==> src/rtl/ccx_ic_pkg.sv <==
// Shared types and defaults for the core-complex interconnect QoS arbiter.
package ccx_ic_pkg;

    localparam int unsigned CCX_AW = 39;
    localparam int unsigned CCX_DW = 64;

    typedef logic [0:0] req_id_t;

    localparam req_id_t ID_DATA  = 1'b0;
    localparam req_id_t ID_INSTR = 1'b1;

    typedef enum logic {
        IDLE = 1'b0,
        HOLD = 1'b1
    } arb_state_e;

endpackage

==> src/rtl/ccx_ic_order_fifo.sv <==
// Small synchronous FIFO with full/empty flags; holds requester IDs in grant order.
module ccx_ic_order_fifo #(
    parameter int unsigned DEPTH = 2,
    parameter int unsigned WIDTH = 1
) (
    input  logic             clk,
    input  logic             rst,
    input  logic             push_i,
    input  logic [WIDTH-1:0] wdata_i,
    input  logic             pop_i,
    output logic [WIDTH-1:0] rdata_o,
    output logic             full_o,
    output logic             empty_o
);

    localparam int unsigned PW = (DEPTH > 1) ? $clog2(DEPTH) : 1;
    localparam int unsigned CW = $clog2(DEPTH + 1);

    logic [WIDTH-1:0] mem_q [DEPTH];
    logic [PW-1:0]    wr_ptr_q, rd_ptr_q;
    logic [CW-1:0]    cnt_q, cnt_d;
    logic             wr_ok_s, rd_ok_s;

    function automatic logic [PW-1:0] ptr_inc(input logic [PW-1:0] p);
        ptr_inc = (p == PW'(DEPTH - 1)) ? {PW{1'b0}} : p + PW'(1);
    endfunction

    assign full_o  = (cnt_q == CW'(DEPTH));
    assign empty_o = (cnt_q == {CW{1'b0}});
    assign wr_ok_s = push_i && !full_o;
    assign rd_ok_s = pop_i && !empty_o;
    assign rdata_o = mem_q[rd_ptr_q];

    // Occupancy next-state
    always_comb begin
        cnt_d = cnt_q;
        case ({wr_ok_s, rd_ok_s})
            2'b10:   cnt_d = cnt_q + CW'(1);
            2'b01:   cnt_d = cnt_q - CW'(1);
            default: cnt_d = cnt_q;
        endcase
    end

    // Pointer and occupancy registers
    always_ff @(posedge clk) begin
        if (rst) begin
            wr_ptr_q <= {PW{1'b0}};
            rd_ptr_q <= {PW{1'b0}};
            cnt_q    <= {CW{1'b0}};
        end else begin
            wr_ptr_q <= wr_ok_s ? ptr_inc(wr_ptr_q) : wr_ptr_q;
            rd_ptr_q <= rd_ok_s ? ptr_inc(rd_ptr_q) : rd_ptr_q;
            cnt_q    <= cnt_d;
        end
    end

    // Storage array
    always_ff @(posedge clk) begin
        if (wr_ok_s) begin
            mem_q[wr_ptr_q] <= wdata_i;
        end
    end

endmodule

==> src/rtl/ccx_ic_qos_arbiter.sv <==
// Two-requester arbiter for one memory target: data-port priority with an
// instruction-port starvation override, plus in-order response routing.
module ccx_ic_qos_arbiter
    import ccx_ic_pkg::*;
#(
    parameter int unsigned AW          = CCX_AW,
    parameter int unsigned DW          = CCX_DW,
    parameter int unsigned OUTSTANDING = 2,
    parameter int unsigned STARVE_MAX  = 4
) (
    input  logic            g_clk,
    input  logic            g_reset,
    input  logic            r0_req,
    output logic            r0_gnt,
    input  logic            r0_wen,
    input  logic [DW/8-1:0] r0_strb,
    input  logic [AW-1:0]   r0_addr,
    input  logic [DW-1:0]   r0_wdata,
    output logic            r0_recv,
    input  logic            r0_ack,
    output logic            r0_error,
    output logic [DW-1:0]   r0_rdata,
    input  logic            r1_req,
    output logic            r1_gnt,
    input  logic            r1_wen,
    input  logic [DW/8-1:0] r1_strb,
    input  logic [AW-1:0]   r1_addr,
    input  logic [DW-1:0]   r1_wdata,
    output logic            r1_recv,
    input  logic            r1_ack,
    output logic            r1_error,
    output logic [DW-1:0]   r1_rdata,
    output logic            t_req,
    output logic            t_wen,
    output logic [DW/8-1:0] t_strb,
    output logic [AW-1:0]   t_addr,
    output logic [DW-1:0]   t_wdata,
    input  logic            t_gnt,
    input  logic            t_recv,
    input  logic            t_error,
    input  logic [DW-1:0]   t_rdata,
    output logic            t_ack,
    output logic            orphan_rsp
);

    localparam int unsigned SW = $clog2(STARVE_MAX + 1);

    arb_state_e    state_q, state_d;
    req_id_t       sel_q, sel_d, cur_sel_s, head_s;
    logic [SW-1:0] starve_q, starve_d;
    logic          fifo_full_s, fifo_empty_s;
    logic          r0_win_s, r1_win_s, t_req_s, push_s, pop_s;

    assign r0_win_s = r0_req && (starve_q < SW'(STARVE_MAX));
    assign r1_win_s = r1_req && (!r0_req || (starve_q == SW'(STARVE_MAX)));

    // Arbitration / hold FSM next-state
    always_comb begin
        state_d   = state_q;
        sel_d     = sel_q;
        cur_sel_s = sel_q;
        t_req_s   = 1'b0;
        case (state_q)
            IDLE: begin
                if (fifo_full_s) begin
                    t_req_s = 1'b0;
                end else if (r0_win_s) begin
                    t_req_s   = 1'b1;
                    cur_sel_s = ID_DATA;
                end else if (r1_win_s) begin
                    t_req_s   = 1'b1;
                    cur_sel_s = ID_INSTR;
                end else begin
                    t_req_s = 1'b0;
                end
                if (t_req_s && !t_gnt) begin
                    state_d = HOLD;
                    sel_d   = cur_sel_s;
                end else begin
                    state_d = IDLE;
                end
            end
            HOLD: begin
                cur_sel_s = sel_q;
                t_req_s   = (sel_q == ID_INSTR) ? r1_req : r0_req;
                // A dropped request abandons the hold without pushing anything.
                if (!t_req_s || t_gnt) begin
                    state_d = IDLE;
                end else begin
                    state_d = HOLD;
                end
            end
            default: state_d = IDLE;
        endcase
    end

    assign push_s = t_req_s && t_gnt;
    assign t_req  = t_req_s;
    assign r0_gnt = push_s && (cur_sel_s == ID_DATA);
    assign r1_gnt = push_s && (cur_sel_s == ID_INSTR);

    // Request payload pass-through, zeroed when nothing is requested
    always_comb begin
        t_wen   = 1'b0;
        t_strb  = {(DW/8){1'b0}};
        t_addr  = {AW{1'b0}};
        t_wdata = {DW{1'b0}};
        if (t_req_s && (cur_sel_s == ID_INSTR)) begin
            t_wen   = r1_wen;
            t_strb  = r1_strb;
            t_addr  = r1_addr;
            t_wdata = r1_wdata;
        end else if (t_req_s) begin
            t_wen   = r0_wen;
            t_strb  = r0_strb;
            t_addr  = r0_addr;
            t_wdata = r0_wdata;
        end else begin
            t_wen = 1'b0;
        end
    end

    // Response routing to the oldest outstanding requester; orphans are drained
    always_comb begin
        r0_recv    = 1'b0;
        r0_error   = 1'b0;
        r0_rdata   = {DW{1'b0}};
        r1_recv    = 1'b0;
        r1_error   = 1'b0;
        r1_rdata   = {DW{1'b0}};
        t_ack      = 1'b0;
        orphan_rsp = 1'b0;
        if (fifo_empty_s) begin
            t_ack      = t_recv;
            orphan_rsp = t_recv;
        end else if (head_s == ID_INSTR) begin
            r1_recv  = t_recv;
            r1_error = t_error;
            r1_rdata = t_rdata;
            t_ack    = r1_ack;
        end else begin
            r0_recv  = t_recv;
            r0_error = t_error;
            r0_rdata = t_rdata;
            t_ack    = r0_ack;
        end
    end

    assign pop_s = t_recv && t_ack && !fifo_empty_s;

    // Starvation counter next-state
    always_comb begin
        starve_d = starve_q;
        if (push_s && (cur_sel_s == ID_INSTR)) begin
            starve_d = {SW{1'b0}};
        end else if (push_s && r1_req && (starve_q < SW'(STARVE_MAX))) begin
            starve_d = starve_q + SW'(1);
        end else begin
            starve_d = starve_q;
        end
    end

    // State, selection and starvation registers
    always_ff @(posedge g_clk) begin
        if (g_reset) begin
            state_q  <= IDLE;
            sel_q    <= ID_DATA;
            starve_q <= {SW{1'b0}};
        end else begin
            state_q  <= state_d;
            sel_q    <= sel_d;
            starve_q <= starve_d;
        end
    end

    ccx_ic_order_fifo #(
        .DEPTH (OUTSTANDING),
        .WIDTH (1)
    ) u_order_fifo (
        .clk     (g_clk),
        .rst     (g_reset),
        .push_i  (push_s),
        .wdata_i (cur_sel_s),
        .pop_i   (pop_s),
        .rdata_o (head_s),
        .full_o  (fifo_full_s),
        .empty_o (fifo_empty_s)
    );

endmodule

==> config.mk <==
export PLATFORM = sky130hd
export DESIGN_NAME = ccx_ic_qos_arbiter
export DESIGN_NICKNAME = d
export VERILOG_FILES = /design/src/rtl/ccx_ic_pkg.sv /design/src/rtl/ccx_ic_order_fifo.sv /design/src/rtl/ccx_ic_qos_arbiter.sv
export SDC_FILE = /design/constraint.sdc
export NUM_CORES = 1
export LEC_CHECK = 0
export ABC_AREA = 1
export BUFFER_PORTS_ARGS = -buffer_cell sky130_fd_sc_hd__buf_4
export CAP_MARGIN = 10
export CORE_AREA = 2 2 211 213
export DETAILED_ROUTE_END_ITERATION = 12
export DIE_AREA = 0 0 213 215
export PLACE_DENSITY_LB_ADDON = 0.1
export SYNTH_ARGS = -nofsm -noshare
export SYNTH_HDL_FRONTEND = slang
export SYNTH_SLANG_ARGS = --single-unit
==> constraint.sdc <==
create_clock -name g_clk -period 2.6 [get_ports g_clk]
set_clock_uncertainty 0.2 [all_clocks]
set_input_delay 0.26 -clock g_clk [delete_from_list [all_inputs] [get_ports g_clk]]
set_output_delay 0.26 -clock g_clk [all_outputs]
set_load 0.01 [all_outputs]
==> impl_metrics.tcl <==
set metrics [dict create \
    ys.flop_type "dfxtp_1" \
    rows 77 \
    clock_latency_ns 0.24 \
    vdd_drop_max_mv 0.275 \
    cts-root-buf "clkbuf_16" \
    ant_nets 0 \
    seq_area_frac_synth_pct 7.47 \
    ctsHoldBuffers 0 \
    numCtsBuffers 3 \
    drtIter0Drc 274 \
    routedWlPerCell_um 17.2 \
    gp_congestion 0.790 \
    critPathMaxStageDelay_ns 0.32 \
    crit_arrival_ns 2.07 \
    endpoint_kind "output pin" \
    final_core_utilization_pct 20.3 \
    fmax_mhz 395 \
    synth_edf_count 2 \
    synth_cells 706 \
    critPathSlowestCell "dfxtp_2" \
    required_ns 2.14 \
    synth_fp_nets 1006 \
    crit_top_cell "nand2_2" \
    core_area_um2 43600 \
    syn_to_final_growth_pct 154 \
    finalMaxSlewViolations 0 \
    fin_nets 1529 \
    yosys_warnings 0 \
    worstPathCellList "inv_2, ha_2, inv_1, nand2_1, nand3_2, nand2_2, nand3_4, buf_12, buf_8, nand2_8, buf_6, nand2_2, a21oi_2, buf_4" \
    finalSetupViolations 0 \
    power.density_nw_per_um2 481 \
    fp.dieH_um 215 \
    hp-class "in2reg" \
    dp_hpwl_mm 24.0 \
    final_cell_mix "buf_4 (567), nor3_1 (133), nand2_1 (128), nand3_1 (115), a21oi_1 (111)" \
    crit_type "reg2out" \
    port_buffers 545 \
    ys_ff_latch 12 \
    vias_per_cell 3.82 \
    status "finished clean" \
    critPathLaunchType "flip-flop" \
    min_period_ns 2.53 \
    grt_max_degree 134 \
    static-leakage-power_uw 0.00456 \
    grt_pass1_wl_mm 41.8 \
    fillerInstances 5124 \
    initial_core_util_pct 7.99 \
    path_clk_slew_ns 0.04 \
    final_common_cell "buf_4" \
    cts.sinks 12 \
    multi_input_area_um2 2690 \
    fin_tns_setup_ns 0 \
    wirelength_mm 31.4 \
    cap_violations 0 \
    cts_buffer_depth 2 \
    die-area_um2 45800 \
    design.portCount 546 \
    vias 6952 \
    track_usage_pct 11.8 \
    total_power_uw 4250 \
    first_global_vias 6693 \
    hold_violations 0 \
    cts_tree "yes" \
    dr.pass1.iters 4 \
    relSlewSlack_pct 60.9 \
    drive_gt1_share_pct 50.8 \
    period_share_pct 97.4 \
    drc 0 \
    global_route.overflow_total 0 \
    synth_area_per_cell_um2 4.94 \
    die_w_um 213 \
    crit_fanout 6 \
    synth.distinct_cells 24 \
    synthesis.area_um2 3490 \
    regArea_um2 263 \
    synthArstFlopShare_pct 0 \
    htreeDepth 1 \
    tightest_slew_ns 0.586 \
    antenna_found_initial 3 \
]
==> metal layers <==
layer	share of wire, %	vias to the layer above	global-route usage (%)	wire length [µm]
met5	0.086	-	0	27
met4	1.1	4	1.47	343
met3	9.9	18	3.77	3090
met2	54	356	23.5	16900
met1	35	3168	12.1	11000
li1	-	3406	-	-
==> critical path: cells and delay by family (launching register included) <==
family,cells,cell delay (ns)
AND/OR/NAND/NOR,6,0.47
buffers and inverters,6,0.65
adder cells (fa/ha/maj),1,0.15
AO/OA/AOI/OAI,1,0.22
flip-flops,1,0.32
==> cells in the mapped netlist (all sizes together), types with 2 or more instances <==
cell    number  area [µm²]
edfxtp       2        60.1
o21ai        6        30.0
nor3       133         666
nand3      118         603
nor2        15        56.3
buf         39         231
ha           3        37.5
clkbuf      37         139
dfxtp       10         200
inv         84         315
nand2      135         517
a21oi      120         601
==> sequential cells by signal, summed over array words and instances, names as in the netlist, named ones only <==
signal / cells
starve_q: 3
sel_q: 1
u_order_fifo.mem_q: 2
state_q: 1
u_order_fifo.cnt_q: 2
u_order_fifo.rd_ptr_q: 1
u_order_fifo.wr_ptr_q: 1
==> final cells by class <==
cell class                      count  share of cell area, %
Tap cell                          592                   8.37
Antenna cell                        1                 0.0283
Clock buffer                        4                  0.891
Multi-Input combinational cell    536                   30.4
Timing Repair Buffer              592                   53.8
Sequential cell                    12                   2.97
Inverter                           84                   3.56
==> kinds of logic after synthesis <==
| group | count (synthesis) | synth area share (%) |
|---|---|---|
| flip-flops | 12 | 7.47 |
| AND/OR/NAND/NOR | 403 | 53.2 |
| buffers and inverters | 160 | 19.7 |
| AO/OA/AOI/OAI | 127 | 18.3 |
| adder cells (fa/ha/maj) | 3 | 1.08 |
| XOR/XNOR | 1 | 0.251 |
==> power breakdown <==
group | leakage (µW) | switching [µW] | total, µW | internal [µW]
combinational | 0.00442 | 2010 | 3740 | 1730
sequential | 0.000102 | 17.9 | 233 | 215
clock | 0.0000382 | 75.4 | 281 | 206
==> metrics by stage <==
step	instances	hold WS (ns)	instance area (µm²)	setup slack (ns)
floorplan	706	0.132	3490	0.582
global placement	1793	0.276	8290	0.0676
detailed placement	1793	0.272	8290	0.121
CTS	1803	0.0234	8490	-0.00331
global route	1821	0.0311	8840	-0.0182
finish	1821	0.0230	8840	0.0667
==> path summary, 6_finish.rpt <==
kind                           endpoint  slack, ns  depth (start not counted)                  start
setup reg to reg  u_order_fifo.cnt_q[1]       0.30                         16            starve_q[0]
hold / removal                  state_q       0.02                          2                  t_gnt
hold reg to reg   u_order_fifo.rd_ptr_q       0.32                          2  u_order_fifo.rd_ptr_q
setup / recovery             t_wdata[9]       0.07                         14            starve_q[0]
==> timing repair <==
item	in CTS	in global routing
gates cloned	1	8
pin swaps	1	4
setup endpoints to repair	39	114
gates resized for setup	12	27
buffers inserted	5	9
Note: power is estimated with default switching activity, not from simulation.
